### config.mk
export PLATFORM = sky130hd
export DESIGN_NAME = mult_booth_ctrl
export DESIGN_NICKNAME = d
export VERILOG_FILES = /design/src/rtl/mult_pkg.sv /design/src/rtl/mult_booth_ctrl.sv
export SDC_FILE = /design/constraint.sdc
export NUM_CORES = 1
export LEC_CHECK = 0
export CAP_MARGIN = 10
export CORE_AREA = 2 2 42 44
export DETAILED_ROUTE_END_ITERATION = 12
export DIE_AREA = 0 0 44 46
export GPL_ROUTABILITY_DRIVEN = 0
export PLACE_DENSITY_LB_ADDON = 0.25
export REMOVE_ABC_BUFFERS = 1
export SLEW_MARGIN = 0
export SYNTH_ARGS = -nofsm -noshare
export SYNTH_HDL_FRONTEND = slang
export SYNTH_SLANG_ARGS = --single-unit
### constraint.sdc
create_clock -name clk -period 4.4 [get_ports clk]
set_clock_uncertainty 0.15 [all_clocks]
set_input_delay 0.88 -clock clk [delete_from_list [all_inputs] [get_ports clk]]
set_output_delay 0.88 -clock clk [all_outputs]
set_load 0.01 [all_outputs]
### src/rtl/mult_pkg.sv
// Shared types for the radix-2 Booth multiplier: control bundle, controller
// state encoding and Booth pair decode values.
package mult_pkg;

    typedef struct packed {
        logic load_A;
        logic load_B;
        logic load_add;
        logic shift_HQ_LQ_Q_1;
        logic add_sub;
    } mult_control_t;

    typedef enum logic [2:0] {
        ST_IDLE  = 3'd0,
        ST_LOAD  = 3'd1,
        ST_EVAL  = 3'd2,
        ST_SHIFT = 3'd3,
        ST_DONE  = 3'd4
    } mult_state_e;

    localparam logic [1:0] BOOTH_NOP0 = 2'b00;
    localparam logic [1:0] BOOTH_ADD  = 2'b01;
    localparam logic [1:0] BOOTH_SUB  = 2'b10;
    localparam logic [1:0] BOOTH_NOP1 = 2'b11;

    localparam mult_control_t CTRL_NONE = '0;

    // True when the {LQ[0], Q_1} pair calls for an add or subtract.
    function automatic logic booth_is_op(input logic [1:0] q_lsb);
        return (q_lsb == BOOTH_ADD) || (q_lsb == BOOTH_SUB);
    endfunction

endpackage

### src/rtl/mult_booth_ctrl.sv
// Radix-2 Booth controller: load, N evaluate/shift iterations, done pulse.
// Build option MULT_EARLY_SKIP_EN merges EVAL and SHIFT for 00/11 pairs.
module mult_booth_ctrl
    import mult_pkg::*;
#(
    parameter int N = 8
) (
    input  logic          clk,
    input  logic          rst_n,
    input  logic          start,
    input  logic [1:0]    Q_LSB,
    output mult_control_t mult_control,
    output logic          ready,
    output logic          busy,
    output logic          done
);

    localparam int CNT_W = $clog2(N + 1);

    mult_state_e        r_state;
    logic [CNT_W-1:0]   r_cnt;

    logic [CNT_W-1:0]   w_cnt_inc;
    logic               w_last;
    logic               w_is_op;
    mult_control_t      w_ctrl;
    logic               w_ready;
    logic               w_busy;
    logic               w_done;

    assign w_cnt_inc = r_cnt + CNT_W'(1);
    assign w_last    = (w_cnt_inc == CNT_W'(N));
    assign w_is_op   = booth_is_op(Q_LSB);

    always_ff @(posedge clk or negedge rst_n) begin
        if (!rst_n) begin
            r_state <= ST_IDLE;
            r_cnt   <= '0;
        end else begin
            case (r_state)
                ST_IDLE: begin
                    if (start) begin
                        r_state <= ST_LOAD;
                        r_cnt   <= '0;
                    end
                end
                ST_LOAD: begin
                    r_state <= ST_EVAL;
                end
                ST_EVAL: begin
`ifdef MULT_EARLY_SKIP_EN
                    if (!w_is_op) begin
                        r_cnt   <= w_cnt_inc;
                        r_state <= w_last ? ST_DONE : ST_EVAL;
                    end else begin
                        r_state <= ST_SHIFT;
                    end
`else
                    r_state <= ST_SHIFT;
`endif
                end
                ST_SHIFT: begin
                    r_cnt   <= w_cnt_inc;
                    r_state <= w_last ? ST_DONE : ST_EVAL;
                end
                ST_DONE: begin
                    r_state <= ST_IDLE;
                end
                default: begin
                    r_state <= ST_IDLE;
                    r_cnt   <= '0;
                end
            endcase
        end
    end

    // Moore decode; only the EVAL add/sub strobes look at Q_LSB directly.
    always_comb begin
        w_ctrl  = CTRL_NONE;
        w_ready = 1'b0;
        w_busy  = 1'b0;
        w_done  = 1'b0;
        case (r_state)
            ST_IDLE: begin
                w_ready = 1'b1;
            end
            ST_LOAD: begin
                w_busy        = 1'b1;
                w_ctrl.load_A = 1'b1;
                w_ctrl.load_B = 1'b1;
            end
            ST_EVAL: begin
                w_busy = 1'b1;
`ifdef MULT_EARLY_SKIP_EN
                if (!w_is_op) begin
                    w_ctrl.shift_HQ_LQ_Q_1 = 1'b1;
                end else begin
                    w_ctrl.load_add = 1'b1;
                    w_ctrl.add_sub  = (Q_LSB == BOOTH_ADD);
                end
`else
                w_ctrl.load_add = w_is_op;
                w_ctrl.add_sub  = (Q_LSB == BOOTH_ADD);
`endif
            end
            ST_SHIFT: begin
                w_busy                 = 1'b1;
                w_ctrl.shift_HQ_LQ_Q_1 = 1'b1;
            end
            ST_DONE: begin
                w_busy = 1'b1;
                w_done = 1'b1;
            end
            default: begin
                w_ctrl  = CTRL_NONE;
            end
        endcase
    end

    assign mult_control = w_ctrl;
    assign ready        = w_ready;
    assign busy         = w_busy;
    assign done         = w_done;

endmodule

==> out/results.env, run 1 <==
DRT_ITER0_DRC=14
PLACEDINSTANCEAREA_UM2=605.6
SETUP_TOTAL_NEGATIVE_SLACK_NS=0
YOSYS_WARNINGS=0
TRITONCTS_CLOCK_TREE='built'
POWER_uW=448.8
WORST_HOLD_PATH_TYPE='flip-flop to flip-flop'
TIMING.FINAL.HOLD_VIOLATIONS=0
INITIAL_UTIL_PCT=31.47
NUMBER_OF_CELL_ROWS=15
POST-CTS-SETUP-BUFFER-COUNT=0
DP_HPWL_UM=762.7
CTSHTREEMAXLEVEL=1
GRT_MAX_DEGREE=22
POWERDENSITY_nW_PER_UM2=710.2
AVGSYNTHCELLAREA_UM2=8.912
CRIT_ARRIVAL_NS=2.35
WORST_SKEW_PAIR.LATE_LATENCY_NS=0.25
DRT_FIRST_PASS_ITERS=4
CRITICAL_PATH_CLASS='input port to output pin'
FINAL_CORE_UTIL_PCT=39.15
SYNTH.FF_LATCH_COUNT=7
NUMCTSBUFFERS=3
NNETSFINAL=75
DIE_FOOTPRINT_UM2=2024
DRC=0
SYN-CELL-AREA_UM2=508.0
FP.DIEW_UM=44
CORE-AREA_UM2=1614
DIE_HT_UM=46
IO_BUFFER_COUNT=12
FLOORPLAN.IO_PINS=13
CTSROOTBUFFERMASTER='clkbuf_4'
CP.REQUIRED_NS=3.37
GRT_ANTENNA_BEFORE_REPAIR=0
GRT_OVERFLOW_TOTAL=0
POWER.STATIC_LEAKAGE_nW=0.2644
CAP_VIOL_MAX_COUNT=0
LAYOUT_CELLS_SIZED_ABOVE_1_PCT=4.478
DRT-TOTAL-WL_UM=1105
POST_SYNTH_INST_COUNT=57
GRT.TOTAL_USAGE_PCT=12.86
CTS_MAX_PATH_BUFFERS=2
GLOBAL_ROUTE_WIRE_LENGTH_BEFORE_REPAIR_UM=1869
CRIT_FANOUT=1
WORSTSETUPSTARTPOINTTYPE='input port'
VIASPERCELL=5.321
DR_TOTAL_VIAS=447
STATUS='complete, no violations'
GRT_PASS1_VIAS=400
FINALSETUPVIOLATIONS=0
SYNTH_SEQ_AREA_SHARE_PCT=34.48
FINAL.SETUP.WORST_SLACK_NS=1.021
UNREPAIRED_SETUP_ENDPOINTS_AFTER_GLOBAL_ROUTING='false'
TIMING.CRITICAL_PATH.TO_TYPE='output pin'
DETAIL_ROUTE.WL_PER_CELL_UM=13.15
TIMING_WORST_SLEW_PIN_VALUE_NS=0.6180
POST_SYNTH_CELL_TYPES=28
ANTENNA_CELLS_INSERTED=0
TRITONCTS_NUM_SINKS=7
ANT_NETS=0
SLEW_VIOLS_FINAL=0
LAYOUT_WORST_PATH_CYCLE_SHARE_PCT=76.79
MAXSLEWHEADROOM_PCT=58.80
FMAX_GHz=0.2960
CTS-HOLD-FIX-BUFFERS=0
AREA_GROWTH_SYN_TO_LAYOUT_PCT=24.38
PLACE_WORST_SETUP_SLACK_NS=1.006
CTS.REPAIR.RESIZED=0
IRDROPWORSTVDD_uV=194.7
CLK_PIN_SLEW_WORST_PATHS_NS=0.05
FIN_CRIT_NS=3.379
POSTLAYOUTCELLAREA_UM2=631.9
FF2FF_SETUP_SLACK_NS=2.69
[cells in the mapped netlist]
master / count / area (µm²)
buf_6: 2 / 22.52
and3b_1: 1 / 8.760
a21oi_1: 4 / 20.02
buf_4: 1 / 7.510
ha_1: 2 / 25.02
nor2_1: 2 / 7.510
or4b_1: 1 / 10.01
a211oi_1: 2 / 15.01
xnor2_1: 3 / 26.28
buf_2: 2 / 10.01
and3_1: 2 / 12.51
nor3b_1: 2 / 15.01
nand3b_1: 1 / 7.510
inv_1: 2 / 7.510
a21boi_1: 1 / 7.510
or4_1: 1 / 7.510
nand2_1: 5 / 18.77
nor3_1: 4 / 20.02
mux2i_1: 1 / 10.01
nand3_1: 2 / 10.01
a311oi_1: 1 / 8.760
nand4_1: 2 / 12.51
a21o_1: 2 / 15.01
a221o_1: 1 / 10.01
nand4b_1: 1 / 8.760
clkbuf_1: 1 / 3.750
o21ai_0: 1 / 5.000
dfrtp_1: 7 / 175.2
[flip-flops by register name, indices dropped and copies added (netlist names)]
register	flops
r_cnt	4
r_state	3
[cells in the final DEF, fill, tap and decap left out]
cell / netlist / layout
a211oi_1: 2 / 2
a21boi_1: 1 / 1
a21o_1: 2 / 2
a21oi_1: 4 / 4
a221o_1: 1 / 1
a311oi_1: 1 / 1
and3_1: 2 / 2
and3b_1: 1 / 1
clkbuf_1: 1 / 1
clkbuf_4: 0 / 3
clkdlybuf4s50_1: 0 / 12
dfrtp_1: 7 / 7
ha_1: 2 / 2
inv_1: 2 / 2
mux2i_1: 1 / 1
nand2_1: 5 / 5
nand3_1: 2 / 2
nand3b_1: 1 / 1
nand4_1: 2 / 2
nand4b_1: 1 / 1
nor2_1: 2 / 2
nor3_1: 4 / 4
nor3b_1: 2 / 2
o21ai_0: 1 / 1
or4_1: 1 / 1
or4b_1: 1 / 1
xnor2_1: 3 / 3
[logic make-up (layout without fill, tap and decap cells)]
| kind of cell | Yosys count | after routing | share of synthesized area (%) |
|---|---|---|---|
| AOI/OAI and AO/OA | 12 | 12 | 16.01 |
| buffers and inverters | 8 | 18 | 10.10 |
| xor gates and xnor gates | 3 | 3 | 5.173 |
| muxes | 1 | 1 | 1.971 |
| and+or+nand+nor | 24 | 24 | 27.34 |
| adders and majority gates | 2 | 2 | 4.925 |
| DFF | 7 | 7 | 34.48 |
[cell type report]
cell class / instances / area [µm²]
clock buffer: 4 / 26.28
fill: 167 / 982.2
inverter: 2 / 7.507
multi-input combinational: 42 / 281.5
sequential: 7 / 175.2
tap: 17 / 21.27
timing repair buffer: 12 / 120.1
[where the power goes]
| group | internal [mW] | switching, mW | total (mW) |
|---|---|---|---|
| sequential | 0.0939 | 0.0764 | 0.170 |
| clock | 0.0347 | 0.0250 | 0.0597 |
| combinational | 0.135 | 0.0836 | 0.219 |
[worst max-delay path, stage by stage]
cell,delay (ns)
clkdlybuf4s50_1,0.45
inv_1,0.04
ha_1,0.26
nor3_1,0.17
clkdlybuf4s50_1,0.56
[final timing paths]
check / from / to / cells after the start
max in group asynchronous: rst_n / r_state[0] / 1
hold reg to reg: r_cnt[1] / r_cnt[1] / 1
setup reg to reg: r_state[0] / r_cnt[2] / 3
min in group asynchronous: rst_n / r_state[2] / 1
hold / removal: r_cnt[1] / r_cnt[1] / 1
setup / recovery: Q_LSB[1] / mult_control[2] / 5
[metrics by stage]
step / hold slack, ns / instances
2_1_floorplan: 0.3872 / 51
3_3_place_gp: 0.4327 / 80
3_5_place_dp: 0.4332 / 80
4_1_cts: 0.4454 / 84
5_1_grt: 0.4774 / 84
6_report: 0.4439 / 84
[layer usage]
metal  vias up  routed length, µm  GRT usage (%)
met2         8                542          18.53
met1       208                505          17.10
met4         0                 23          10.30
met3         4                 34          1.587
met5         -                  0              0
li1        227                  -              -
No activity file was read; power rests on OpenSTA's default activity.
==> inputs of run 2 (changes only) <==
==> constraint.sdc (replaced) <==
create_clock -name clk -period 3.4 [get_ports clk]
set_clock_uncertainty 0.15 [all_clocks]
set_input_delay 0.68 -clock clk [delete_from_list [all_inputs] [get_ports clk]]
set_output_delay 0.68 -clock clk [all_outputs]
set_load 0.01 [all_outputs]
==> out/results.env, run 2 (synthesized netlist as in run 1, its figures left out) <==
STATUS='complete, no violations'
AREA_GROWTH_SYN_TO_LAYOUT_PCT=24.38  # unchanged
R2R_END='r_cnt[2]'
CORE-AREA_UM2=1614  # unchanged
DIE_HT_UM=46  # unchanged
CRITICAL_PATH.SLOWEST_CELL='clkdlybuf4s50_1'
REGMOSTFLOPS='r_cnt'
CP_TOP_FAMILY='buffers and inverters'
POWER.STATIC_LEAKAGE_nW=0.2644  # unchanged
DRT_FIRST_PASS_ITERS=2  # -2
LAYOUT_CELLS_SIZED_ABOVE_1_PCT=4.478  # unchanged
IO_BUFFER_COUNT=12  # unchanged
FP.DIEW_UM=44  # unchanged
WORST_HOLD_PATH_TYPE='flip-flop to flip-flop'
MOST_USED_CELLS_IN_THE_LAYOUT_EXCLUDING_FILL_AND_TAP_CELLS='clkdlybuf4s50_1, dfrtp_1, nand2_1, nor3_1, a21oi_1'
CTS.REPAIR.RESIZED=0  # unchanged
DRT_ITER0_DRC=5  # -9
POST_ROUTE_WORST_HOLD_SLACK_NS=0.4394  # -0.004521 ns
CTSROOTBUFFERMASTER='clkbuf_4'
ANT_NETS=0  # unchanged
TRITONCTS_NUM_SINKS=7  # unchanged
CRITICAL_PATH_CLASS='input port to output pin'
NUMCTSBUFFERS=3  # unchanged
REG.LARGEST.LIST='r_cnt x4, r_state x3'
CAP_VIOL_MAX_COUNT=0  # unchanged
DETAIL_ROUTE.WL_PER_CELL_UM=13.20  # +0.36%
CTS_MAX_PATH_BUFFERS=2  # unchanged
CTSHTREEMAXLEVEL=1  # unchanged
DR_TOTAL_VIAS=444  # -0.67%
GRT_MAX_DEGREE=22  # unchanged
FF2FF_SETUP_SLACK_NS=1.66  # -1.03 ns
FMAX_GHz=0.3362
NNETSFINAL=75  # unchanged
CRIT_FANOUT=1  # unchanged
UNREPAIRED_SETUP_ENDPOINTS_AFTER_GLOBAL_ROUTING='false'
GRT_PASS1_VIAS=396  # -1.0%
TIMING.CRITICAL_PATH.TO_TYPE='output pin'
TRITONCTS_CLOCK_TREE='built'
R2R.WORST_PATH.CELLS=3  # unchanged
DP_HPWL_UM=765.3  # +0.34%
HOLD_PATH_END='r_cnt[1]'
FIN_CRIT_NS=2.974
CRITICAL_PATH.REG2REG.STARTPOINT='r_state[0]'
CRIT_PATH_CELL_TRACE='clkdlybuf4s50_1 > inv_1 > ha_1 > nor3_1 > clkdlybuf4s50_1'
CRIT_PATH_MAX_INCR_DELAY_NS=0.56  # about the same
POST-CTS-SETUP-BUFFER-COUNT=0  # unchanged
DIE_FOOTPRINT_UM2=2024  # unchanged
CP.REQUIRED_NS=2.57  # -0.80 ns
WORST_SKEW_PAIR.LATE_LATENCY_NS=0.26  # about the same
GLOBAL_ROUTE_WIRE_LENGTH_BEFORE_REPAIR_UM=1883  # +0.75%
FINALSETUPVIOLATIONS=0  # unchanged
VIASPERCELL=5.286  # -0.67%
FLOORPLAN.IO_PINS=13  # unchanged
CRIT_ARRIVAL_NS=2.14  # -0.21 ns
LAYOUT_WORST_PATH_CYCLE_SHARE_PCT=87.48
MIN_DELAY_PATH_DEPTH=1  # unchanged
CTS-HOLD-FIX-BUFFERS=0  # unchanged
CRITICAL_PATH.MOST_COMMON_CELL='clkdlybuf4s50_1'
NUMBER_OF_CELL_ROWS=15  # unchanged
GRT_OVERFLOW_TOTAL=0  # unchanged
TIMING_WORST_SLEW_PIN_VALUE_NS=0.6400  # +0.02197 ns
TIMING.FINAL.HOLD_VIOLATIONS=0  # unchanged
WORSTSETUPSTARTPOINTTYPE='input port'
IRDROPWORSTVDD_uV=252.4  # +30%
SLEW_VIOLS_FINAL=0  # unchanged
SETUP_TOTAL_NEGATIVE_SLACK_NS=0  # unchanged
INITIAL_UTIL_PCT=31.47  # unchanged
MOSTFREQUENTLAYOUTCELL='clkdlybuf4s50_1'
LARGEST_REGISTER_FF_COUNT=4  # unchanged
CLK_PIN_SLEW_WORST_PATHS_NS=0.05  # about the same
GRT_ANTENNA_BEFORE_REPAIR=0  # unchanged
DRC=0  # unchanged
ANTENNA_CELLS_INSERTED=0  # unchanged
DRT-TOTAL-WL_UM=1109  # +0.36%
MAXSLEWHEADROOM_PCT=57.33  # -1.5 points
HOLD_PATH.STARTPOINT='r_cnt[1]'
CRITICAL_PATH.N_BUFFERS_INVERTERS=3  # unchanged
POWERDENSITY_nW_PER_UM2=925.8  # +30%
GRT.TOTAL_USAGE_PCT=13.03  # +0.16 points
-- run 2: cell counts in the layout (fill, tap and decap cells not counted) --
Identical to the previous run, type by type.
-- run 2: through the flow --
step	total power [mW]	cell area (µm²)	instances	setup WS (ns)	util (%)
4_1_cts	0.5885	631.9	84	0.4124	39.15
3_3_place_gp	0.5055	605.6	80	0.4264	37.52
5_1_grt	0.6431	631.9	84	0.3010	39.15
6_report	0.5850	631.9	84	0.4258	39.15
2_1_floorplan	0.3943	464.2	51	1.311	-
3_5_place_dp	0.5097	605.6	80	0.3999	37.52
-- run 2: layout make-up --
class	count	area, µm²
inverters	2	7.507
fillers	173	982.2
flip-flops and latches	7	175.2
repair buffers	12	120.1
multi-input cells	42	281.5
well taps	17	21.27
clock buffers	4	26.28
-- run 2: how the worst max path moves through the flow --
stage,startpoint,to,slack [ns],cells past startpoint
floorplan,Q_LSB[1],mult_control[2],1.31,3
global placement,Q_LSB[1],mult_control[2],0.43,5
CTS,Q_LSB[1],mult_control[2],0.41,5
finish,Q_LSB[1],mult_control[2],0.43,5
detailed placement,Q_LSB[1],mult_control[2],0.40,5
global route,Q_LSB[1],mult_control[2],0.30,5
-- run 2: worst reg2reg max path: cells and delay by family (launching register included) --
family | cells | cell delay [ns]
flops | 1 | 0.75
compound gates | 2 | 0.57
simple gates | 1 | 0.17
-- run 2: power breakdown --
part           leakage [nW]  internal (mW)  switching, mW
Clock                0.0150         0.0449         0.0330
Combinational         0.166          0.175          0.110
Sequential           0.0834          0.122          0.101
Total                 0.264          0.342          0.243
-- run 2: per-layer routing --
metal	vias up	part of all wire [%]	GRT usage (%)
met4	0	1.4	9.091
met1	206	49	16.15
li1	228	-	-
met3	2	3.0	1.190
met2	8	47	21.18
met5	-	0	0
